[src/rtl/truth_sweep_pkg.sv]
// Shared types and helpers for the truth-table sweeper: sequencer states,
// vector geometry and the lowest-mismatch priority encoder.
package truth_sweep_pkg;

    localparam int N_VEC = 8;
    localparam int VEC_W = 3;

    typedef enum logic [1:0] {
        IDLE  = 2'd0,
        DRIVE = 2'd1,
        DONE  = 2'd2
    } sweep_state_t;

    // Scanning from the top down lets the lowest set bit overwrite, so bit 0 wins.
    function automatic logic [VEC_W-1:0] lowest_set(input logic [N_VEC-1:0] v);
        logic [VEC_W-1:0] idx_v;
        idx_v = {VEC_W{1'b0}};
        for (int i = N_VEC - 1; i >= 0; i--) begin
            if (v[i]) begin
                idx_v = VEC_W'(i);
            end
        end
        return idx_v;
    endfunction

endpackage

[src/rtl/sweep_settle_timer.sv]
// Loadable down-counter that times how long each vector is held; expire is
// high for the single cycle in which the count has run out while running.
module sweep_settle_timer #(
    parameter int unsigned SETTLE = 2
) (
    input  logic clk,
    input  logic rst_n,
    input  logic load,
    input  logic run,
    output logic expire
);

    localparam int unsigned CNT_W = $clog2(SETTLE + 1);
    localparam logic [CNT_W-1:0] ZERO   = {CNT_W{1'b0}};
    localparam logic [CNT_W-1:0] ONE    = CNT_W'(1);
    localparam logic [CNT_W-1:0] RELOAD = CNT_W'(SETTLE - 1);

    logic [CNT_W-1:0] cnt_r;

    // Reload at the start of each vector window, then count down to zero and stop.
    always_ff @(posedge clk or negedge rst_n) begin
        if (!rst_n) begin
            cnt_r <= ZERO;
        end else if (load) begin
            cnt_r <= RELOAD;
        end else if (run && (cnt_r != ZERO)) begin
            cnt_r <= cnt_r - ONE;
        end
    end

    assign expire = run & (cnt_r == ZERO);

endmodule

[src/rtl/truth_table_sweeper.sv]
// Drives all eight A/B/C vectors into a function under test, captures Y for
// each after a settle time and compares the captured table with an expected one.
module truth_table_sweeper
    import truth_sweep_pkg::*;
#(
    parameter int unsigned SETTLE = 2
) (
    input  logic             clk,
    input  logic             rst_n,
    input  logic             start,
    input  logic [N_VEC-1:0] expected,
    input  logic             y_in,
    output logic [VEC_W-1:0] abc_out,
    output logic             busy,
    output logic             done,
    output logic [N_VEC-1:0] captured,
    output logic             pass,
    output logic [VEC_W-1:0] fail_idx
);

    localparam logic [VEC_W-1:0] LAST_IDX = VEC_W'(N_VEC - 1);

    sweep_state_t     state_r;
    sweep_state_t     next_state_s;
    logic [VEC_W-1:0] idx_r;
    logic [N_VEC-1:0] captured_r;
    logic [N_VEC-1:0] captured_nxt_s;
    logic [N_VEC-1:0] mismatch_s;
    logic             busy_r;
    logic             done_r;
    logic             pass_r;
    logic [VEC_W-1:0] fail_idx_r;
    logic             start_sweep_s;
    logic             sample_s;
    logic             last_s;
    logic             run_s;
    logic             expire_s;

    assign run_s = (state_r == DRIVE);

    sweep_settle_timer #(
        .SETTLE (SETTLE)
    ) u_timer (
        .clk    (clk),
        .rst_n  (rst_n),
        .load   (start_sweep_s | (sample_s & ~last_s)),
        .run    (run_s),
        .expire (expire_s)
    );

    // Sequencer state register.
    always_ff @(posedge clk or negedge rst_n) begin
        if (!rst_n) begin
            state_r <= IDLE;
        end else begin
            state_r <= next_state_s;
        end
    end

    // Next-state decode plus the per-cycle strobes that steer the datapath.
    always_comb begin
        next_state_s  = state_r;
        start_sweep_s = 1'b0;
        sample_s      = 1'b0;
        last_s        = 1'b0;
        case (state_r)
            IDLE: begin
                if (start) begin
                    next_state_s  = DRIVE;
                    start_sweep_s = 1'b1;
                end else begin
                    next_state_s = IDLE;
                end
            end
            DRIVE: begin
                if (expire_s) begin
                    sample_s = 1'b1;
                    if (idx_r == LAST_IDX) begin
                        last_s       = 1'b1;
                        next_state_s = DONE;
                    end else begin
                        next_state_s = DRIVE;
                    end
                end else begin
                    next_state_s = DRIVE;
                end
            end
            DONE:    next_state_s = IDLE;
            default: next_state_s = IDLE;
        endcase
    end

    // The verdict must see the final sample, so compare against the table with this cycle's Y merged in.
    always_comb begin
        captured_nxt_s        = captured_r;
        captured_nxt_s[idx_r] = y_in;
        mismatch_s            = captured_nxt_s ^ expected;
    end

    // Vector index, capture register, status flags and verdict.
    always_ff @(posedge clk or negedge rst_n) begin
        if (!rst_n) begin
            idx_r      <= {VEC_W{1'b0}};
            captured_r <= {N_VEC{1'b0}};
            busy_r     <= 1'b0;
            done_r     <= 1'b0;
            pass_r     <= 1'b0;
            fail_idx_r <= {VEC_W{1'b0}};
        end else begin
            done_r <= 1'b0;
            if (start_sweep_s) begin
                idx_r      <= {VEC_W{1'b0}};
                captured_r <= {N_VEC{1'b0}};
                busy_r     <= 1'b1;
                pass_r     <= 1'b0;
                fail_idx_r <= {VEC_W{1'b0}};
            end else if (sample_s) begin
                captured_r <= captured_nxt_s;
                if (last_s) begin
                    idx_r      <= {VEC_W{1'b0}};
                    busy_r     <= 1'b0;
                    done_r     <= 1'b1;
                    pass_r     <= (mismatch_s == {N_VEC{1'b0}});
                    fail_idx_r <= lowest_set(mismatch_s);
                end else begin
                    idx_r <= idx_r + VEC_W'(1);
                end
            end
        end
    end

    assign abc_out  = idx_r;
    assign busy     = busy_r;
    assign done     = done_r;
    assign captured = captured_r;
    assign pass     = pass_r;
    assign fail_idx = fail_idx_r;

endmodule
[config.mk]
export PLATFORM = sky130hd
export DESIGN_NAME = truth_table_sweeper
export DESIGN_NICKNAME = d
export VERILOG_FILES = /design/src/rtl/truth_sweep_pkg.sv /design/src/rtl/sweep_settle_timer.sv /design/src/rtl/truth_table_sweeper.sv
export SDC_FILE = /design/constraint.sdc
export NUM_CORES = 1
export LEC_CHECK = 0
export CAP_MARGIN = 30
export CORE_AREA = 5 5 61 63
export CTS_BUF_LIST = sky130_fd_sc_hd__clkbuf_4 sky130_fd_sc_hd__clkbuf_8 sky130_fd_sc_hd__clkbuf_16
export DETAILED_ROUTE_END_ITERATION = 8
export DIE_AREA = 0 0 66 68
export PLACE_DENSITY = 0.72
export SLEW_MARGIN = 20
export SYNTH_ARGS = -nofsm -noshare
export SYNTH_HDL_FRONTEND = slang
export SYNTH_SLANG_ARGS = --single-unit
[constraint.sdc]
create_clock -name clk -period 1.9 [get_ports clk]
set_input_delay 0.19 -clock clk [delete_from_list [all_inputs] [get_ports clk]]
set_output_delay 0.19 -clock clk [all_outputs]
set_load 0.02 [all_outputs]
==> key figures <==
Route
  • Top Metal Used: met4
  • M1 wire length: 1210 um
  • DR pass1 iterations: 4
  • Met3 wire len: 109 um
  • Vias/cell: 4.94
  • Drt total wl: 2790 um
  • DR WL/cell: 13.5 um
  • WL met2: 1440 um
  • Overall via count from detail_route: 1,022
  • DRC: 0
  • Drt first-iter violations: 27
  • Routed Antenna Nets: 0

Setup path
  • Crit path cell chain: or3b_4 -> mux2i_2 -> xor2_1 -> and2b_1 -> a21boi_1 -> o21ai_1
  • CP Launch Type: flop
  • CP endpoint kind: flop
  • CP required: 2.12 ns
  • CP max stage delay: about 0.5 ns
  • CP Buf/Inv Count: 0
  • WS Path Type: reg -> reg
  • Worst-path fanout max: 10
  • Worst path arrival time: 2.04 ns
  • CP top delay family: simple AND/OR/NAND/NOR gates
  • Worst path slowest cell: dfrtp_2

Timing
  • Slew Limit Fails: 0
  • Post-route minimum period: about 1.8 ns
  • Setup violators final: 0
  • Post-route clock period utilization: 95.7%
  • Slew headroom: 74.3%
  • Clock skew: around 0.01 ns
  • Slew @ Worst Pin: 0.386 ns
  • Hold Slack: 0.198 ns
  • Fmax: between 500 and 600 MHz
  • Hold Vio Cnt, Final: 0
  • Setup_tns: 0 ns
  • RSZ-0062 raised after global routing: yes

Synth
  • Sequential area share after synthesis: 44.5%
  • Post-synth EDFFs: 0
  • Synth top area share: 44.5%
  • Synth Instances: approximately 120
  • Dominant cell type by area after synthesis: dfrtp_1
  • Synth top area cells: dfrtp_1, mux2i_1, nand2_1
  • Syn nets: between 100 and 150
  • Yosys cell types: 36
  • Post-synthesis register bit count: 21
  • Synth Warn #: 0
  • Asr flop ratio synth: 100%
  • Ys flop type: dfrtp_1
  • Syn avg cell area: 9.53 um2
  • Synth Cell Area: 1180 um2

Cells and area
  • Final-stage net count: ~180
  • Area growth, synth to finish: 36.9%
  • # diodes: 0
  • Filler instances: 298
  • Area occupied by multi-input gates: 606 um2
  • Share of cells above drive strength 1: 16.1%
  • Commonest non-fill, non-tap cells in the layout: clkdlybuf4s50_1, dfrtp_1, nand2_1
  • Layout Utilization: about half
  • FF/Latch Area: 529 um2
  • Commonest non-fill, non-tap cell in the layout: clkdlybuf4s50_1

Placement
  • # port buffers: 28
  • GPL Wtd Cong: between 0.8 and 0.9
  • Hpwl dp: 2080 um

Die
  • Die Wd: ~66 um
  • Cell row count: 21
  • Core Area: 3180 um2
  • Initial core utilization: 37.2%
  • Die H: ~68 um
  • Top Ports: 29
  • Die footprint: 4490 um2

Clock tree
  • CTS max path bufs: 2
  • CTS clk-pin slew, worst paths: approximately 0.13 ns
  • CTS tree: built
  • Clk sinks: 21
  • CTS Buf Count: 3
  • CTS H-tree lvls: 1
  • Worst skew pair latency: ~0.31 ns
  • Root Driver: clkbuf_4

GRT
  • Total track usage: 13.2%
  • Largest net degree at the start of global routing: 22
  • Initial antenna violation count: 0
  • First-pass GRT wire length: 4590 um
  • Vias in the first global route: 1,061
  • Gr ovfl total: 0

Status
  • Status: completed

Power and ir drop
  • Leakage Power: roughly 0.72 nW
  • Pwr dens: 1500 nW/um2
  • Peak VDD IR: 1000 uV

Min path
  • Min-Delay Path Class: in -> async

Run
  • Max_cap viols: 0
worst paths after layout:
path	cells after the start	slack [ns]	startpoint	to
max	6	0.08	abc_out[1]$_DFFE_PN0P_	fail_idx[1]$_DFFE_PN0P_
min	2	0.20	rst_n	captured[3]$_DFFE_PN0P_
max reg2reg	6	0.08	abc_out[1]$_DFFE_PN0P_	fail_idx[1]$_DFFE_PN0P_
min reg2reg	1	0.48	u_timer.cnt_r[0]$_DFFE_PN0P_	u_timer.cnt_r[0]$_DFFE_PN0P_
max in group asynchronous	2	1.47	rst_n	abc_out[1]$_DFFE_PN0P_
min in group clk	1	0.48	u_timer.cnt_r[0]$_DFFE_PN0P_	u_timer.cnt_r[0]$_DFFE_PN0P_
metal layers:
layer  GRT usage, %  vias up
met1           15.7      492
met2           23.8       27
met5              0        -
met3           2.13        3
li1               -      500
met4           5.33        0
cells in the mapped netlist (all sizes together) (2+ instances only):
master	instances
a21o	2
a21oi	8
a22o	2
buf	3
clkbuf	2
dfrtp	21
ha	3
inv	11
mux2i	8
nand2	12
nand3	5
nand3b	3
nor2	7
nor2b	2
nor3	2
nor3b	2
o21ai	6
o22ai	6
or3b	2
xnor2	3
xor2	5
logic make-up (layout without fill, tap and decap cells):
kind of cell,Yosys count,in the layout,share of synthesized area [%]
fa+ha+maj,3,3,3.18
mux,9,9,7.73
xor+xnor,8,8,5.93
flops,21,21,44.5
compound gates,28,28,14.7
buf+inv,16,53,6.14
simple gates,39,39,17.8
power by group:
group,internal (W),switching (W),total [W]
Combinational,0.000709,0.000719,0.00143
Sequential,0.000602,0.000158,0.000761
Clock,0.0000963,0.000143,0.000239
flip-flops by register name, indices dropped and copies added, names as in the netlist:
name and cells:
busy 1, abc_out 3, captured 8, fail_idx 3, u_timer.cnt_r 2, state_r 2
pass 1, done 1
layout make-up:
cell class                 instances  share of cell area [%]
multi-input combinational         87                    37.5
sequential                        21                    32.7
timing repair buffer              38                    21.8
tap                               46                    3.56
inverter                          11                    2.55
clock buffer                       4                    1.86
timing repair:
action,in CTS,in global routing
resized for setup,1,8
endpoints found under the hold margin,0,0
pin swaps,0,7
hold buffers,0,0
setup buffers,0,5
endpoints found under the setup margin,1,6
per-stage QoR:
stage | cell area [um2] | power (W) | cells | setup slack (ns)
6_report | 1620 | 0.00243 | 207 | 0.0812
5_1_grt | 1620 | 0.00262 | 207 | -0.0513
4_1_cts | 1560 | 0.00234 | 202 | 0.00254
3_5_place_dp | 1530 | 0.00209 | 198 | 0.0215
3_3_place_gp | 1530 | 0.00205 | 198 | 0.0708
2_1_floorplan | 1180 | 0.00166 | 124 | 0.0360
No activity file was read; power rests on OpenSTA's default activity.
